==> src/rtl/pipe_add_pkg.sv <==
// pipe_add_pkg -- shared constants and helpers for the pipelined CLA adder.
//   PIPE_ADD_WIDTH : default operand/sum width in bits
//   PIPE_ADD_BLK   : default carry-lookahead block width (bits per stage)
//   pipe_add_nstg  : number of pipeline stages for a given width/block
package pipe_add_pkg;

    localparam int unsigned PIPE_ADD_WIDTH = 32;
    localparam int unsigned PIPE_ADD_BLK   = 8;

    function automatic int unsigned pipe_add_nstg(input int unsigned width,
                                                  input int unsigned blk);
        return (blk == 0) ? 0 : width / blk;
    endfunction

endpackage

==> src/rtl/cla_blk.sv <==
// cla_blk -- combinational W-bit carry-lookahead adder block.
// Ports:
//   a, b : W-bit addends
//   ci   : carry-in
//   s    : W-bit sum
//   co   : carry-out
module cla_blk
    import pipe_add_pkg::*;
#(
    parameter int unsigned W = PIPE_ADD_BLK
) (
    input  logic [W-1:0] a,
    input  logic [W-1:0] b,
    input  logic         ci,
    output logic [W-1:0] s,
    output logic         co
);

    logic [W-1:0] g;
    logic [W-1:0] p;
    logic [W:0]   c;
    logic         acc;
    logic         pr;

    assign g = a & b;
    assign p = a ^ b;

    // Each carry is the flat sum-of-products over all lower generate terms
    // and the block carry-in, so no carry ripples through lower bit carries.
    always_comb begin
        c    = '0;
        c[0] = ci;
        acc  = 1'b0;
        pr   = 1'b0;
        for (int unsigned i = 0; i < W; i++) begin
            acc = g[i];
            pr  = p[i];
            for (int unsigned j = i; j > 0; j--) begin
                acc = acc | (pr & g[j-1]);
                pr  = pr & p[j-1];
            end
            c[i+1] = acc | (pr & ci);
        end
    end

    assign s  = p ^ c[W-1:0];
    assign co = c[W];

endmodule

==> src/rtl/pipe_cla_adder.sv <==
// pipe_cla_adder -- pipelined carry-lookahead adder, BLK bits per stage,
// NSTG = WIDTH/BLK stages, valid/ready handshake on both sides.
// Ports:
//   CLK    : clock, rising edge
//   RSTb   : asynchronous active-low reset
//   i_vld  : operand valid          o_rdy : operand accept (= pipeline advance)
//   a, b   : WIDTH-bit addends      cin   : carry-in
//   o_vld  : result valid           i_rdy : downstream accept
//   o_sum  : WIDTH-bit sum          o_c   : carry-out
//   o_ovf  : signed overflow, present only with `define PIPE_ADD_OVF_EN
module pipe_cla_adder
    import pipe_add_pkg::*;
#(
    parameter int unsigned WIDTH = PIPE_ADD_WIDTH,
    parameter int unsigned BLK   = PIPE_ADD_BLK
) (
    input  logic             CLK,
    input  logic             RSTb,
    input  logic             i_vld,
    output logic             o_rdy,
    input  logic [WIDTH-1:0] a,
    input  logic [WIDTH-1:0] b,
    input  logic             cin,
    output logic             o_vld,
    input  logic             i_rdy,
    output logic [WIDTH-1:0] o_sum,
    output logic             o_c
`ifdef PIPE_ADD_OVF_EN
    ,
    output logic             o_ovf
`endif
);

    localparam int unsigned NSTG = pipe_add_nstg(WIDTH, BLK);

    if (BLK == 0 || (WIDTH % BLK) != 0 || NSTG < 1) begin : g_bad_cfg
        $fatal(1, "pipe_cla_adder: WIDTH must be a non-zero multiple of BLK");
    end

    // Whole pipeline moves together; a stall freezes every stage.
    logic adv;
    assign adv   = !o_vld || i_rdy;
    assign o_rdy = adv;

    // Stage k consumes the lowest remaining slice of the skewed operands,
    // appends its sum slice to the deskewed lower sums and forwards the
    // still-unprocessed upper operand bits.
    for (genvar k = 0; k < NSTG; k++) begin : g_stg
        localparam int unsigned REM  = WIDTH - k * BLK;
        localparam int unsigned DONE = (k + 1) * BLK;

        logic [REM-1:0]  a_in;
        logic [REM-1:0]  b_in;
        logic            c_in;
        logic            v_in;
        logic [BLK-1:0]  s_blk;
        logic            c_blk;
        logic [DONE-1:0] s_d;
        logic [DONE-1:0] s_q;
        logic            c_q;
        logic            v_q;

        if (k == 0) begin : g_src
            assign a_in = a;
            assign b_in = b;
            assign c_in = cin;
            assign v_in = i_vld;
            assign s_d  = s_blk;
        end else begin : g_src
            assign a_in = g_stg[k-1].g_fwd.a_q;
            assign b_in = g_stg[k-1].g_fwd.b_q;
            assign c_in = g_stg[k-1].c_q;
            assign v_in = g_stg[k-1].v_q;
            assign s_d  = {s_blk, g_stg[k-1].s_q};
        end

        cla_blk #(.W(BLK)) u_cla (
            .a  (a_in[BLK-1:0]),
            .b  (b_in[BLK-1:0]),
            .ci (c_in),
            .s  (s_blk),
            .co (c_blk)
        );

        always_ff @(posedge CLK or negedge RSTb) begin
            if (!RSTb) begin
                v_q <= 1'b0;
                c_q <= 1'b0;
                s_q <= '0;
            end else if (adv) begin
                v_q <= v_in;
                c_q <= c_blk;
                s_q <= s_d;
            end
        end

        // Operand bits only matter alongside a set valid bit, so no reset.
        if (k < NSTG - 1) begin : g_fwd
            logic [REM-BLK-1:0] a_q;
            logic [REM-BLK-1:0] b_q;

            always_ff @(posedge CLK) begin
                if (adv) begin
                    a_q <= a_in[REM-1:BLK];
                    b_q <= b_in[REM-1:BLK];
                end
            end
        end
    end

    assign o_vld = g_stg[NSTG-1].v_q;
    assign o_sum = g_stg[NSTG-1].s_q;
    assign o_c   = g_stg[NSTG-1].c_q;

`ifdef PIPE_ADD_OVF_EN
    // The last stage still sees the operand sign bits, so overflow is
    // resolved there and registered alongside the final sum slice.
    logic ovf_d;
    assign ovf_d = (g_stg[NSTG-1].a_in[BLK-1] == g_stg[NSTG-1].b_in[BLK-1]) &&
                   (g_stg[NSTG-1].s_blk[BLK-1] != g_stg[NSTG-1].a_in[BLK-1]);

    always_ff @(posedge CLK or negedge RSTb) begin
        if (!RSTb) begin
            o_ovf <= 1'b0;
        end else if (adv) begin
            o_ovf <= ovf_d;
        end
    end
`endif

endmodule
==> config.mk <==
export PLATFORM = sky130hd
export DESIGN_NAME = pipe_cla_adder
export DESIGN_NICKNAME = d
export VERILOG_FILES = /design/src/rtl/pipe_add_pkg.sv /design/src/rtl/cla_blk.sv /design/src/rtl/pipe_cla_adder.sv
export SDC_FILE = /design/constraint.sdc
export NUM_CORES = 1
export LEC_CHECK = 0
export BUFFER_PORTS_ARGS = -buffer_cell sky130_fd_sc_hd__buf_2
export CAP_MARGIN = 0
export CORE_UTILIZATION = 35
export DETAILED_ROUTE_END_ITERATION = 8
export GPL_ROUTABILITY_DRIVEN = 0
export PLACE_DENSITY = 0.58
export SYNTH_ARGS = -nofsm -noshare
export SYNTH_HDL_FRONTEND = slang
export SYNTH_HIERARCHICAL = 1
export SYNTH_SLANG_ARGS = --single-unit
==> constraint.sdc <==
create_clock -name CLK -period 6 [get_ports CLK]
set_clock_uncertainty 0.2 [all_clocks]
set_input_delay 0.6 -clock CLK [delete_from_list [all_inputs] [get_ports CLK]]
set_output_delay 0.6 -clock CLK [all_outputs]
set_load 0.01 [all_outputs]
### Yosys cells after proc, flatten, opt, wreduce, memory -nomap -nowiden

Index checks and enable logic that the tools add are counted.
Widths: inputs -> output; s select.

* flip-flop bits (word level): 184
* input port bits: 69
* output and inout bits: 35
* word-level logic and storage cells: 432

* bitwise operators: 412
* reductions and logical operators: 2

Operator list (number)
* $and 1x1->1: 256
* $or 1x1->1: 144
* $xor 8x8->8: 8
* $and 8x8->8: 4
* $logic_not 1->1: 1
* $logic_or 1x1->1: 1

### Depth between registers and ports, before layout

Gate-level depths: netlist of run 1.

* depth after elaboration: 10
* mapped depth: 6
* gate-level depth less buffers: 6

### By module

Netlist of run 1, hierarchy kept.

Modules (own cells, without submodules)
* pipe_cla_adder: instances 1, cells an instance 283, area an instance 6183.4 um^2, seq. area each 5084.9 um^2
* cla_blk at g_stg[1].u_cla ...: instances 3, cells an instance 37, area an instance 317.8 um^2, seq. area each 0.0 um^2
* cla_blk at g_stg[0].u_cla: instances 1, cells an instance 41, area an instance 332.8 um^2, seq. area each 0.0 um^2

### Worst setup path after synthesis of run 1

Ideal clock, no wire load.

* kind: input -> register
* from: input port a[0]
* to: register g_stg[0].c_q
* setup time: 0.125 ns
* arrival time: 2.006 ns
* data required time: 5.675 ns
* setup slack: 3.669 ns
* stages on the path: 6
* path buffers: 0
* cells stage by stage: ha_1 a21oi_2 o2111ai_2 a221o_1 a21o_1 mux2_2

* cells in the longest elaborated chain, start to end: 4
* elaborated cells between the ends (all ways): 7
* those cells by class: bitwise (7)

Ends and longest elaborated chain
* from (decl): line pipe_cla_adder.sv:21 `input logic [WIDTH-1:0] a,`
* $and 8x8->8 / $xor 8x8->8 (equally long branches): line cla_blk.sv:25, cla_blk.sv:26
* $and 1x1->1, on equally long branches: line cla_blk.sv:39, cla_blk.sv:40
* $or 1x1->1 / $and 1x1->1 (equally long branches): line cla_blk.sv:39, cla_blk.sv:42
* $or 1x1->1 (*): line cla_blk.sv:42 `c[i+1] = acc | (pr & ci);`
* net g_stg[0].c_blk: line pipe_cla_adder.sv:57 `logic c_blk;`
* to (signal assigned): line pipe_cla_adder.sv:92 `c_q <= c_blk;`
* to (decl): line pipe_cla_adder.sv:60 `logic c_q;`

The timed path passes the listed nets; every way through them passes the cells marked *.
A chain may end at the register's enable or synchronous reset.

### Worst setup path in the final report of run 1

* from: register g_stg[3].v_q, in the netlist o_vld
* to: output port o_rdy

* cells in the longest elaborated chain, start to end: 2

Ends and longest elaborated chain
* from (decl): line pipe_cla_adder.sv:61 `logic v_q;`
* from (signal assigned): line pipe_cla_adder.sv:91 `v_q <= v_in;`
* $logic_not 1->1: line pipe_cla_adder.sv:42 `assign adv = !o_vld || i_rdy;`
* $logic_or 1x1->1: line pipe_cla_adder.sv:42
* to (decl): line pipe_cla_adder.sv:20 `output logic o_rdy,`

No other way between the ends.

==> results of run 1 <==
-- Yosys cell counts --
| library cell | number |
|---|---|
| o41ai_1 | 4 |
| nand2b_4 | 1 |
| xnor2_1 | 13 |
| a21oi_2 | 4 |
| nand2_1 | 4 |
| buf_6 | 3 |
| a21o_1 | 8 |
| o2111ai_2 | 4 |
| a221o_1 | 4 |
| and3_1 | 4 |
| edfxtp_1 | 96 |
| mux2_2 | 79 |
| fa_1 | 4 |
| mux2_4 | 8 |
| nor2_1 | 16 |
| xor2_1 | 11 |
| dfrtp_1 | 88 |
| a21oi_1 | 8 |
| nor3_1 | 4 |
| inv_1 | 8 |
| buf_2 | 7 |
| o21ai_0 | 4 |
| o211ai_1 | 4 |
| and2b_2 | 4 |
| ha_1 | 36 |
| nand2b_1 | 1 |
| nand3_1 | 8 |
-- through the flow --
| step | utilization [%] | hold slack, ps | area, um2 |
|---|---|---|---|
| global placement | 39.6 | 200 | 8290 |
| global route | 42.4 | 125 | 8890 |
| CTS | 42.4 | 130 | 8890 |
| floorplan | - | 104 | 7470 |
| detailed placement | 39.6 | 203 | 8290 |
| finish | 42.4 | 149 | 8890 |
-- timing repair --
action / 4_1_cts / 5_1_grt
hold buffers: 1 / 0
setup buffers: 0 / 0
endpoints found under the hold margin: 4 / 0
-- layout make-up --
| type | instances | area, um2 |
|---|---|---|
| clock buffer | 18 | 429 |
| inverter | 8 | 30.0 |
| clock inverter | 14 | 158 |
| tap | 275 | 344 |
| timing repair buffer | 108 | 558 |
| multi-input combinational | 233 | 2290 |
| fill | 1907 | 12100 |
| sequential | 184 | 5080 |
-- state kept, by name (all words and copies together), names as in the netlist --
name	cells
g_stg.g_fwd.a_q	48
g_stg.s_q	48
g_stg.v_q	3
g_stg.g_fwd.b_q	48
g_stg.c_q	3
o_sum	32
o_c	1
o_vld	1
-- worst paths after layout --
path	startpoint	to	slack [ps]
min	b[13]	g_stg[0].g_fwd.b_q[5]$_DFFE_PP_	150
max	o_vld$_DFFE_PN0P_	o_rdy	3590
max reg2reg	o_vld$_DFFE_PN0P_	o_sum[23]$_DFFE_PN0P_	3590
min in group asynchronous	RSTb	g_stg[2].s_q[1]$_DFFE_PN0P_	320
max in group asynchronous	RSTb	g_stg[2].v_q$_DFFE_PN0P_	4020
min reg2reg	g_stg[1].g_fwd.b_q[13]$_DFFE_PP_	g_stg[2].g_fwd.b_q[5]$_DFFE_PP_	220
-- worst max-delay path: cells and delay by family, from the launching register on --
family / cells / cell delay (ps)
DFF: 1 / 400
buffers and inverters: 1 / 270
and+or+nand+nor: 1 / 490
-- logic make-up after synthesis --
kind of cell | after synthesis
muxes | 87
adders and majority gates | 40
buffers and inverters | 18
xor gates and xnor gates | 24
AOI/OAI and AO/OA | 40
and+or+nand+nor | 42
DFF | 184
-- power by group through the flow --
stage	sequential, uW	combinational, uW	clock (uW)
floorplan	2080	934	0
global route	2110	1430	1190
global placement	2060	1270	0
detailed placement	2090	1310	0
finish	2050	1300	1100
CTS	2060	1320	1140
-- layer usage --
layer  vias to the layer above  wire (um)  track usage (%)
li1                       1847          -                -
met1                      1924       5520             14.6
met2                        94       5460             18.3
met3                        13        592             3.16
met4                         0        165             4.64
met5                         -          0                0
==> flow_metrics.env, run 1 <==
export IMPL_cts_buffers=17
export IMPL_core_rowCount=53
export IMPL_path_class="reg -> out"
export IMPL_port_buffers=103
export IMPL_grt_setup_unrepaired="no"
export IMPL_dp_final_hpwl_um=7850
export IMPL_synth_top_family_by_area="multiplexers"
export IMPL_finalNonFillerCells=840
export IMPL_power_uw=4450
export IMPL_final_nets=661
export IMPL_path_cells="nand2b_4, buf_2"
export IMPL_cts_sink_count=184
export IMPL_drive_above_1_share_pct=41.9
export IMPL_period_share_pct=40.2
export IMPL_setup_ws_ps=3590
export IMPL_layout_commonest_cell="buf_2"
export IMPL_route_vias_total=3878
export IMPL_postCtsResizedCells=0
export IMPL_synth_top_cell_area_share_pct=38.6
export IMPL_synthCells=435
export IMPL_seq_power_share_pct=46.1
export IMPL_synthAdderAreaFrac_pct=7.10
export IMPL_wl_um=11700
export IMPL_synth_cell_types=27
export IMPL_hold_depth=1
export IMPL_synthTopCellsByArea="edfxtp_1 39%, dfrtp_1 29%, mux2_2 12%"
export IMPL_synth_xor_area_share_pct=2.81
export IMPL_vdd_drop_max_mv=0.184
export IMPL_end_kind="primary output"
export IMPL_synth_area_mux_share_pct=13.5
export IMPL_yosysTopAreaCell="edfxtp_1"
export IMPL_worst_pin_slew_ps=1110
export IMPL_slowest_delay_ps=490
export IMPL_grt_usage_pct=11.4
export IMPL_dr_pass1_iters=4
export IMPL_relSlewSlack_pct=26.1
export IMPL_synth_compound_area_share_pct=4.29
export IMPL_area_growth_pct=19.0
export IMPL_setup_tns_ps=0
export IMPL_fmax_mhz=415
export IMPL_p_leak_uw=0.00375
export IMPL_drtIter0Drc=168
export IMPL_clkPwrFrac_pct=24.8
export IMPL_fp_dieW_um=148
export IMPL_die_y_um=148
export IMPL_drc=0
export IMPL_clk_pin_slew_worst_paths_ps=70
export IMPL_maxCapViolCount=0
export IMPL_status="complete, no violations"
export IMPL_crit_slowest_cell="nand2b_4"
export IMPL_critPathMaxFanout=48
export IMPL_power_share_switching_pct=29.0
export IMPL_p_sw_uw=1290
export IMPL_reg2reg_depth=3
export IMPL_setup_violations=0
export IMPL_yosys_register_bits=184
export IMPL_required_ps=5200
export IMPL_p_int_uw=3160
export IMPL_worstSkewPairLatency_ps=420
export IMPL_cts_tree="built"
export IMPL_synth_net_count=544
export IMPL_report_final_slew_viol_count=0
export IMPL_start_kind="flop"
export IMPL_drtAntennaViolNets=0
export IMPL_io_pin_count=104
export IMPL_cts_htree_levels=4
export IMPL_vias_per_cell=4.62
export IMPL_ys_warn_count=6
export IMPL_initial_core_util_pct=35.6
export IMPL_clockBufferDepth=2
export IMPL_mostFrequentLayoutCells="102 x buf_2, 96 x edfxtp_1, 88 x dfrtp_1, 79 x mux2_2, 36 x ha_1"
export IMPL_antenna_found_initial=0
export IMPL_synth_area_um2=7470
export IMPL_dp_slack_ps=3220
export IMPL_grt_pass1_vias=3959
export IMPL_pwr_share_comb_pct=29.1
export IMPL_synthSimpleGateAreaFrac_pct=2.88
export IMPL_wl_per_cell_um=14.0
export IMPL_grt_pass1_wl_um=19200
export IMPL_ys_seq_area_share_pct=68.1
export IMPL_period_minus_slack_ps=2410
export IMPL_core_area_um2=21000
export IMPL_synth_avg_cell_area_um2=17.2
export IMPL_diodes=0
export IMPL_pwr_density_cell_nw_per_um2=501
export IMPL_place_inst=807
export IMPL_grt_max_degree=85
export IMPL_grt_overflow_total=0
export IMPL_hold_violations=0
export IMPL_root_buffer="clkbuf_16"
export IMPL_design_die_area_um2=21900
export IMPL_crit_arrival_ps=1610
export IMPL_min_path_type="in -> reg"
Power figures use the tool's default switching activity.
==> run 2, diff against run 1 <==
PLACE_DENSITY = 0.6   (was 0.58)
clock period = 2.16 ns   (was 6 ns; I/O delays follow)
==> run 2 against run 1 <==
The run now ends with negative setup slack left. Count of clock-buffer cells in the layout grew 4. Die area is the same. Non-clock buffer count is 72 higher. Wire length increased by 7.0%. Final area is 8.8% higher. Critical path type is now reg -> reg. Largest power group unchanged. First-iteration DRC count decreased by 26%.
==> flow_metrics.env, run 2 (synthesized netlist as in run 1, its figures left out) <==
export IMPL_vdd_drop_max_mv=0.537
export IMPL_root_buffer="clkbuf_16"
export IMPL_port_buffers=103
export IMPL_slowest_delay_ps=390
export IMPL_end_kind="flop"
export IMPL_min_path_type="in -> reg"
export IMPL_antenna_found_initial=0
export IMPL_layout_commonest_cell="buf_2"
export IMPL_cts_sink_count=184
export IMPL_initial_core_util_pct=35.6
export IMPL_design_die_area_um2=21900
export IMPL_violations="negative setup slack"
export IMPL_critPathMaxFanout=2
export IMPL_clockBufferDepth=2
export IMPL_period_share_pct=100
export IMPL_cp_num_buf_inv=0
export IMPL_p_leak_uw=0.00413
export IMPL_setup_ws_ps=-0.592
export IMPL_pwr_density_cell_nw_per_um2=1330
export IMPL_final_nets=733
export IMPL_cts_tree="built"
export IMPL_dr_pass1_iters=4
export IMPL_path_cells="ha_1, a21oi_2, o2111ai_2, a221o_1, xor2_1, mux2_4"
export IMPL_finalNonFillerCells=912
export IMPL_start_kind="flop"
export IMPL_core_area_um2=21000
export IMPL_period_minus_slack_ps=2160
export IMPL_path_class="reg -> reg"
export IMPL_crit_arrival_ps=2270
export IMPL_io_pin_count=104
export IMPL_drtAntennaViolNets=0
export IMPL_relSlewSlack_pct=67.8
export IMPL_grt_pass1_vias=4258
export IMPL_worst_pin_slew_ps=483
export IMPL_maxCapViolCount=0
export IMPL_cts_buffers=17
export IMPL_timing_hold_ws_ps=44.0
export IMPL_crit_start="g_stg[1].g_fwd.b_q[0]$_DFFE_PP_"
export IMPL_drive_above_1_share_pct=41.8
export IMPL_report_final_slew_viol_count=0
export IMPL_worstSkewPairLatency_ps=420
export IMPL_die_y_um=148
export IMPL_grt_pass1_wl_um=20700
export IMPL_crit_slowest_cell="edfxtp_1"
export IMPL_diodes=0
export IMPL_setup_tns_ps=-0.592
export IMPL_power_uw=12800
export IMPL_grt_overflow_total=0
export IMPL_core_rowCount=53
export IMPL_status="finished, violations left"
export IMPL_grt_max_degree=89
export IMPL_r2r_start="g_stg[1].g_fwd.b_q[0]$_DFFE_PP_"
export IMPL_hp_start="b[7]"
export IMPL_grt_setup_unrepaired="yes"
export IMPL_fillers=1878
export IMPL_fmax_mhz=463
export IMPL_place_inst=826
export IMPL_clk_pin_slew_worst_paths_ps=70
export IMPL_crit_family="compound AO/OA/AOI/OAI gates"
export IMPL_hold_violations=0
export IMPL_vias_per_cell=4.55
export IMPL_mostFrequentLayoutCells="102 x buf_2, 96 x edfxtp_1, 88 x dfrtp_1, 72 x mux2_2, 50 x dlygate4sd3_1"
export IMPL_reg_top3="g_stg.g_fwd.a_q (48), g_stg.g_fwd.b_q (48), g_stg.s_q (48)"
export IMPL_route_vias_total=4146
export IMPL_wl_per_cell_um=13.8
export IMPL_fp_dieW_um=148
export IMPL_grt_usage_pct=12.1
export IMPL_utilization_pct=46.1
export IMPL_drc=0
export IMPL_dp_final_hpwl_um=8160
export IMPL_wl_um=12600
export IMPL_drtIter0Drc=125
export IMPL_required_ps=2270
export IMPL_area_growth_pct=29.5
export IMPL_cts_htree_levels=4
export IMPL_setup_violations=1
==> run 2: cell type report <==
| type | instances | area (um2) | share of cell area [%] |
|---|---|---|---|
| clock buffers | 22 | 488 | 5.05 |
| clock inverters | 10 | 80.1 | 0.828 |
| inverters | 8 | 30.0 | 0.311 |
| multi-input cells | 233 | 2370 | 24.5 |
| flip-flops and latches | 184 | 5080 | 52.6 |
| well taps | 275 | 344 | 3.56 |
| repair buffers | 180 | 1270 | 13.1 |
==> run 2: worst min-delay path: stages <==
cell and delay (ps):
buf_2 80, ha_1 140, a21o_1 80, mux2_2 130
==> run 2: what timing repair did <==
| item | in CTS | in global routing |
|---|---|---|
| pin swaps | 8 | 14 |
| hold buffers | 50 | 0 |
| endpoints found under the hold margin | 137 | 0 |
| gates resized for setup | 3 | 11 |
| buffers inserted | 1 | 3 |
| setup endpoints to repair | 9 | 10 |
==> run 2: final timing paths <==
path	end	slack (ps)	cells past startpoint
max reg2reg	g_stg[2].s_q[23]$_DFFE_PN0P_	-0.6	6
max	g_stg[2].s_q[23]$_DFFE_PN0P_	-0.6	6
min reg2reg	g_stg[2].g_fwd.b_q[1]$_DFFE_PP_	220	0
min	g_stg[0].c_q$_DFFE_PN0P_	40	4
max in group asynchronous	g_stg[2].s_q[16]$_DFFE_PN0P_	1210	3
min in group asynchronous	o_sum[0]$_DFFE_PN0P_	170	3
==> run 2: layer usage <==
metal	track usage, %	part of all wire [%]
met1	14.9	45
met2	20.5	50
met3	3.07	4.2
met5	0	0
met4	4.33	1.3
==> run 2: metrics by stage <==
stage,setup WS (ps),cell area [um2]
detailed placement,-56.9,8490
CTS,1.49,9580
global placement,-4.53,8490
finish,-0.592,9670
global route,-71.0,9670
floorplan,11.0,7470
==> run 2: report_power, final <==
part | internal (uW) | switching (uW)
Sequential | 5120 | 594
Combinational | 2330 | 1780
Clock | 1650 | 1350
